**src/rtl/round_controller_pkg.sv**
```systemverilog
`default_nettype none
// ============================================================================
// Module  : round_controller_pkg
// Purpose : Shared definitions for the round controller and the HUD renderer:
//           controller state encodings, BCD score geometry and a helper that
//           maps a state to the ball-engine stop command.
// Ports   : none (package)
// Revision: 1.0 - initial release
// ============================================================================
package round_controller_pkg;

    localparam int          BCD_DIGIT_W = 4;
    localparam int          BCD_DIGITS  = 4;
    localparam logic [15:0] BCD_MAX     = 16'h9999;

    typedef enum logic [2:0] {
        ST_IDLE  = 3'd0,
        ST_SERVE = 3'd1,
        ST_PLAY  = 3'd2,
        ST_PAUSE = 3'd3,
        ST_CLEAR = 3'd4,
        ST_OVER  = 3'd5
    } ctrl_state_e;

    // The ball engine may only run while serving or playing.
    function automatic logic stop_for_state(input ctrl_state_e s);
        return !((s == ST_SERVE) || (s == ST_PLAY));
    endfunction

endpackage
`default_nettype wire

```
**src/rtl/round_controller_bcd.sv**
```systemverilog
`default_nettype none
// ============================================================================
// Module  : bcd_counter4
// Purpose : Four-digit packed BCD up-counter, saturating at 9999.
// Ports   : clk   - clock
//           nRst  - asynchronous active-low reset (clears to 0000)
//           clr   - synchronous clear, wins over inc
//           inc   - add one (ignored at 9999)
//           value - packed BCD, most significant digit in [15:12]
// Revision: 1.0 - initial release
// ============================================================================
module bcd_counter4
    import round_controller_pkg::*;
(
    input  logic        clk,
    input  logic        nRst,
    input  logic        clr,
    input  logic        inc,
    output logic [15:0] value
);

    logic [15:0]           value_q;
    logic [15:0]           value_d;
    logic [BCD_DIGITS-1:0] carry;   // carry into each digit
    logic [BCD_DIGITS-1:0] wrap;    // digit currently holds 9

    assign carry[0] = 1'b1;

    // Ripple the +1 through the digits: a digit rolls 9->0 and passes the
    // carry on only when it receives one.
    generate
        for (genvar g = 0; g < BCD_DIGITS; g++) begin : g_digit
            assign wrap[g] = (value_q[g*BCD_DIGIT_W +: BCD_DIGIT_W] == 4'd9);
            assign value_d[g*BCD_DIGIT_W +: BCD_DIGIT_W] =
                !carry[g] ? value_q[g*BCD_DIGIT_W +: BCD_DIGIT_W] :
                wrap[g]   ? 4'd0 :
                            value_q[g*BCD_DIGIT_W +: BCD_DIGIT_W] + 4'd1;
            if (g < BCD_DIGITS - 1) begin : g_carry
                assign carry[g+1] = carry[g] & wrap[g];
            end
        end
    endgenerate

    always_ff @(posedge clk or negedge nRst) begin
        if (!nRst) begin
            value_q <= 16'h0000;
        end else if (clr) begin
            value_q <= 16'h0000;
        end else if (inc && (value_q != BCD_MAX)) begin
            value_q <= value_d;
        end
    end

    assign value = value_q;

endmodule
`default_nettype wire

```
**src/rtl/round_controller.sv**
```systemverilog
`default_nettype none
// ============================================================================
// Module  : round_controller
// Purpose : Frame-paced game round sequencer for a breakout-style game:
//           start, serve, play, life-loss pause, level clear and game over.
// Ports   : clk, nRst              - clock, asynchronous active-low reset
//           frame_pulse            - one-cycle strobe per video frame
//           btn_action             - debounced action button level
//           game_state             - ball engine state (0=START, 1=PLAYING)
//           ball_out_of_bounds     - ball lost (valid on frame_pulse)
//           block_hit              - block collision (valid on frame_pulse)
//           action_out             - action request gated to SERVE
//           cmd_stop_game          - registered force-to-START command
//           blocks_reset           - one-cycle block map restore pulse
//           score                  - packed BCD score
//           lives, level           - remaining lives, 0-based level
//           ctrl_state             - current state encoding
// Revision: 1.0 - initial release
// ============================================================================
module round_controller
    import round_controller_pkg::*;
#(
    parameter int NUM_LIVES    = 3,
    parameter int NUM_BLOCKS   = 48,
    parameter int PAUSE_FRAMES = 60
) (
    input  logic        clk,
    input  logic        nRst,
    input  logic        frame_pulse,
    input  logic        btn_action,
    input  logic        game_state,
    input  logic        ball_out_of_bounds,
    input  logic        block_hit,
    output logic        action_out,
    output logic        cmd_stop_game,
    output logic        blocks_reset,
    output logic [15:0] score,
    output logic [1:0]  lives,
    output logic [2:0]  level,
    output logic [2:0]  ctrl_state
);

    localparam logic [1:0] LIVES_INIT  = 2'(NUM_LIVES);
    localparam logic [5:0] BLOCKS_INIT = 6'(NUM_BLOCKS);
    localparam logic [5:0] HOLD_LAST   = 6'(PAUSE_FRAMES - 1);
    localparam logic [5:0] HOLD_DONE   = 6'(PAUSE_FRAMES);

    ctrl_state_e state_q;
    logic [5:0]  frame_cnt_q;
    logic [1:0]  lives_q;
    logic [2:0]  level_q;
    logic [5:0]  blocks_left_q;
    logic        cmd_stop_q;
    logic        blocks_reset_q;

    logic        w_start;
    logic        w_score_inc;
    logic        w_last_hit;

    // New game: from IDLE at any time, from OVER only once the hold expired.
    assign w_start = frame_pulse && btn_action &&
                     ((state_q == ST_IDLE) ||
                      ((state_q == ST_OVER) && (frame_cnt_q == HOLD_DONE)));

    assign w_score_inc = frame_pulse && block_hit && (state_q == ST_PLAY);
    assign w_last_hit  = block_hit && (blocks_left_q == 6'd1);

    bcd_counter4 u_score (
        .clk   (clk),
        .nRst  (nRst),
        .clr   (w_start),
        .inc   (w_score_inc),
        .value (score)
    );

    // Every transition clears the frame counter and registers the stop
    // command of the destination state alongside the state itself.
    always_ff @(posedge clk or negedge nRst) begin
        if (!nRst) begin
            state_q        <= ST_IDLE;
            frame_cnt_q    <= 6'd0;
            lives_q        <= 2'd0;
            level_q        <= 3'd0;
            blocks_left_q  <= 6'd0;
            cmd_stop_q     <= 1'b1;
            blocks_reset_q <= 1'b0;
        end else begin
            blocks_reset_q <= 1'b0;
            if (frame_pulse) begin
                if (w_start) begin
                    lives_q        <= LIVES_INIT;
                    level_q        <= 3'd0;
                    blocks_left_q  <= BLOCKS_INIT;
                    blocks_reset_q <= 1'b1;
                    state_q        <= ST_SERVE;
                    frame_cnt_q    <= 6'd0;
                    cmd_stop_q     <= stop_for_state(ST_SERVE);
                end else begin
                    case (state_q)
                        ST_IDLE: begin
                            // Waiting for the button; handled by w_start.
                        end
                        ST_SERVE: begin
                            if (game_state) begin
                                state_q     <= ST_PLAY;
                                frame_cnt_q <= 6'd0;
                                cmd_stop_q  <= stop_for_state(ST_PLAY);
                            end
                        end
                        ST_PLAY: begin
                            if (block_hit && (blocks_left_q != 6'd0)) begin
                                blocks_left_q <= blocks_left_q - 6'd1;
                            end
                            // Clearing the level takes priority over a lost
                            // ball in the same frame: no life is taken.
                            if (w_last_hit) begin
                                state_q     <= ST_CLEAR;
                                frame_cnt_q <= 6'd0;
                                cmd_stop_q  <= stop_for_state(ST_CLEAR);
                            end else if (ball_out_of_bounds) begin
                                lives_q     <= lives_q - 2'd1;
                                frame_cnt_q <= 6'd0;
                                if (lives_q == 2'd1) begin
                                    state_q    <= ST_OVER;
                                    cmd_stop_q <= stop_for_state(ST_OVER);
                                end else begin
                                    state_q    <= ST_PAUSE;
                                    cmd_stop_q <= stop_for_state(ST_PAUSE);
                                end
                            end
                        end
                        ST_PAUSE: begin
                            if (frame_cnt_q == HOLD_LAST) begin
                                state_q     <= ST_SERVE;
                                frame_cnt_q <= 6'd0;
                                cmd_stop_q  <= stop_for_state(ST_SERVE);
                            end else begin
                                frame_cnt_q <= frame_cnt_q + 6'd1;
                            end
                        end
                        ST_CLEAR: begin
                            if (frame_cnt_q == HOLD_LAST) begin
                                if (level_q != 3'd7) begin
                                    level_q <= level_q + 3'd1;
                                end
                                blocks_left_q  <= BLOCKS_INIT;
                                blocks_reset_q <= 1'b1;
                                state_q        <= ST_SERVE;
                                frame_cnt_q    <= 6'd0;
                                cmd_stop_q     <= stop_for_state(ST_SERVE);
                            end else begin
                                frame_cnt_q <= frame_cnt_q + 6'd1;
                            end
                        end
                        ST_OVER: begin
                            // Counter parks at HOLD_DONE, which arms w_start.
                            if (frame_cnt_q != HOLD_DONE) begin
                                frame_cnt_q <= frame_cnt_q + 6'd1;
                            end
                        end
                        default: begin
                            state_q     <= ST_IDLE;
                            frame_cnt_q <= 6'd0;
                            cmd_stop_q  <= stop_for_state(ST_IDLE);
                        end
                    endcase
                end
            end
        end
    end

    assign action_out    = (state_q == ST_SERVE) && btn_action;
    assign cmd_stop_game = cmd_stop_q;
    assign blocks_reset  = blocks_reset_q;
    assign lives         = lives_q;
    assign level         = level_q;
    assign ctrl_state    = state_q;

endmodule
`default_nettype wire

```
**config.mk**
```make
export PLATFORM = sky130hd
export DESIGN_NAME = round_controller
export DESIGN_NICKNAME = d
export VERILOG_FILES = /design/src/rtl/round_controller_pkg.sv /design/src/rtl/round_controller_bcd.sv /design/src/rtl/round_controller.sv
export SDC_FILE = /design/constraint.sdc
export NUM_CORES = 1
export LEC_CHECK = 0
export ABC_AREA = 1
export ABC_CLOCK_PERIOD_IN_PS = 2300
export BUFFER_PORTS_ARGS = -buffer_cell sky130_fd_sc_hd__buf_2
export CAP_MARGIN = 25
export CORE_ASPECT_RATIO = 1.4
export CORE_UTILIZATION = 33
export DETAILED_ROUTE_END_ITERATION = 12
export MAX_ROUTING_LAYER = met4
export PLACE_DENSITY = 0.61
export RECOVER_POWER = 50
export SETUP_SLACK_MARGIN = 0.5
export SYNTH_ARGS = -nofsm -noshare
export SYNTH_HDL_FRONTEND = slang
export SYNTH_HIERARCHICAL = 1
export SYNTH_SLANG_ARGS = --single-unit
```
**constraint.sdc**
```tcl
create_clock -name clk -period 2.3 [get_ports clk]
set_clock_uncertainty 0.15 [all_clocks]
set_input_delay 0.46 -clock clk [delete_from_list [all_inputs] [get_ports clk]]
set_output_delay 0.46 -clock clk [all_outputs]
set_load 0.01 [all_outputs]
```
==> results.ini <==
[clock_tree]
clk_latency_ns = 0.29
clk_path_buf_depth = 2
root_buffer = clkbuf_8
cts.htree.levels = 2
tritoncts.num_buffers = 5
cts_tree = built
cts.clk_slew.worst_paths_ns = 0.07
cts_sinks = 38

[synth]
synthFlopType = dfrtp_1
yosys.area_share.simple_pct = 39.9
synthCells = 337
synth_top_family_by_area = simple AND/OR/NAND/NOR gates
synth_compound_area_share_pct = 3.09
synth_mux_area_share_pct = 0
yosysTopAreaCellShare_pct = 36.3
synth-async-reset-ratio_pct = 100
synth_edf_count = 0
yosys_warnings = 6
synthesis.area_um2 = 2550
synth.most_common_cell = nand2_1
ys_seq_area_share_pct = 37.3
synthAdderAreaFrac_pct = 7.85
synth_xor_area_share_pct = 4.12
postSynthAreaPerCell_um2 = 7.57
yosysUniqueCellTypes = 30
syn-num-nets = 360
yosys-top-cells-area = dfrtp_1 (36%), nand2_1 (15%), nand3_1 (8.8%)
synth_seq_cells = 38
synth.largest_area_cell = dfrtp_1
synth_commonest_cells = nand2_1 (101), nand3_1 (45), inv_1 (40)

[finish]
design_area_um2 = 3380
finalNetCount = 426
syn2layout_area_growth_pct = 32.5
antennaDiodeCount = 0
drive_gt1_share_pct = 31.3

[route]
antenna_left = 0
routedWlPerCell_um = 12.0
wl_mm = 5.99
dr.pass1.iters = 4
first_iter_violations = 99
drcViolationCount = 0
vias = 2407
vias_per_cell = 4.81

[die]
die_h_um = 106
initial_core_util_pct = 34.4
dieArea_um2 = 8090
rows = 37
io_pins = 34
core_um2 = 7410
fp.dieW_um = 76.3

[sta]
setup_viol = 0
drv_slew = 0
min_period_over_period_pct = 78.9
hold_viol = 0
setup_slack_ns = 0.486
setup_tns_ns = 0
fmax_mhz = 551
final.min_clock_period_ns = 1.81
slew-limit-headroom_pct = 36.3
worst_pin_slew_ns = 0.956
grt_setup_unrepaired = true

[power]
ir_drop_uv = 478
power.density_nw_per_um2 = 990
total_power_w = 0.00334
cellLeakagePower_nw = 1.80

[placed_design]
pre_cts_ws_ns = 0.277
placed_area_um2 = 2840
dp_hpwl_mm = 4.09
gp_congestion = 0.841
port_buffers = 33

[run_status]
outcome = finished clean

[worst_setup_path]
crit_family = simple AND/OR/NAND/NOR gates
worstPathArrival_ns = 1.89
crit_path_top_delay_cell = dfrtp_1
cp_cell_sequence = inv_2, ha_4, nand3_2, nor2_2, nand2_2, nand2_4, nand2_8, clkinv_8, inv_16, nand2_8, buf_8, nand3_1, nand2_1
cp-start-kind = flop
critical-path-max-stage-delay_ns = 0.39
path_max_fanout = 13
end_kind = flop
cp_common_cell = nand2_8
required_ns = 2.37
ff2ff_setup_slack_ns = 0.49
crit_buf_inv = 4
critPathKind = reg2reg

[global_routing]
grt_use_total_pct = 15.5
grt_start_max_net_pins = 39
antenna_found_initial = 0
grt_pass1_wl_mm = 9.84
grt_pass1_vias = 2235
grt_overflow = 0

[job]
cap_viol_max_count = 0

[worst_hold_path]
hp-class = in2async

-- cells by family (layout without fill, tap and decap cells) --
kind of cell / count (synthesis) / after routing
AO/OA/AOI/OAI: 13 / 13
flip-flops: 38 / 38
buffers and inverters: 48 / 114
XOR/XNOR: 12 / 12
AND/OR/NAND/NOR: 210 / 210
adder cells (fa/ha/maj): 16 / 16
-- per-layer routing --
layer | global-route usage, % | vias up | wire length (um)
li1 | - | 1211 | -
met1 | 17.2 | 1135 | 2540
met2 | 27.5 | 52 | 3130
met3 | 3.52 | 9 | 247
met4 | 4.67 | 0 | 76
met5 | - | - | 0
-- layout by cell type, fill, tap and decap left out, drive strengths merged --
| cell | Yosys | final |
|---|---|---|
| a21oi | 7 | 7 |
| and3 | 1 | 1 |
| buf | 3 | 49 |
| clkbuf | 0 | 20 |
| clkinv | 0 | 1 |
| dfrtp | 37 | 37 |
| dfstp | 1 | 1 |
| ha | 16 | 16 |
| inv | 45 | 44 |
| nand2 | 111 | 111 |
| nand3 | 51 | 51 |
| nand3b | 1 | 1 |
| nand4 | 12 | 12 |
| nor2 | 29 | 29 |
| nor3 | 1 | 1 |
| o211ai | 1 | 1 |
| o21ai | 5 | 5 |
| or2 | 4 | 4 |
| xnor2 | 4 | 4 |
| xor2 | 8 | 8 |
-- state kept, by name (all words and copies together), names as in the netlist --
signal         flops
u_score/value     16
lives              2
frame_cnt_q        6
level              3
ctrl_state         3
blocks_left_q      6
blocks_reset       1
cmd_stop_game      1
-- worst paths after layout --
path                                start               end  cells past startpoint
hold / removal                       nRst     ctrl_state[1]                      2
max in group asynchronous            nRst  u_score/value[5]                      2
hold reg to reg             cmd_stop_game     cmd_stop_game                      2
setup reg to reg           frame_cnt_q[0]  u_score/value[8]                     13
setup / recovery           frame_cnt_q[0]  u_score/value[8]                     13
min in group clk            cmd_stop_game     cmd_stop_game                      2
-- repair_timing --
action	4_1_cts	5_1_grt
gates resized for setup	21	50
buffers inserted	11	16
setup endpoints to repair	29	36
pin swaps	4	21
hold buffers	0	0
-- layout make-up --
type                            count  area [um2]
Timing Repair Buffer               62         397
Clock buffer                        7        76.3
Fill cell                         752        4030
Inverter                           45         203
Sequential cell                    38         956
Tap cell                           97         121
Multi-Input combinational cell    251        1630
-- stage by stage --
stage               std cells  utilization [%]  hold WS, ns
floorplan                 337                -       0.0144
CTS                       484             41.9       0.0831
finish                    500             45.6        0.237
detailed placement        466             38.3        0.306
global placement          466             38.3        0.308
global route              500             45.6        0.327
-- report_power, final --
| part | total (W) | switching, W | internal, W |
|---|---|---|---|
| combinational | 0.00184 | 0.00108 | 0.000766 |
| sequential | 0.00107 | 0.000218 | 0.000848 |
| clock | 0.000435 | 0.000226 | 0.000209 |
| total | 0.00334 | 0.00152 | 0.00182 |
No activity file was read; power rests on OpenSTA's default activity.
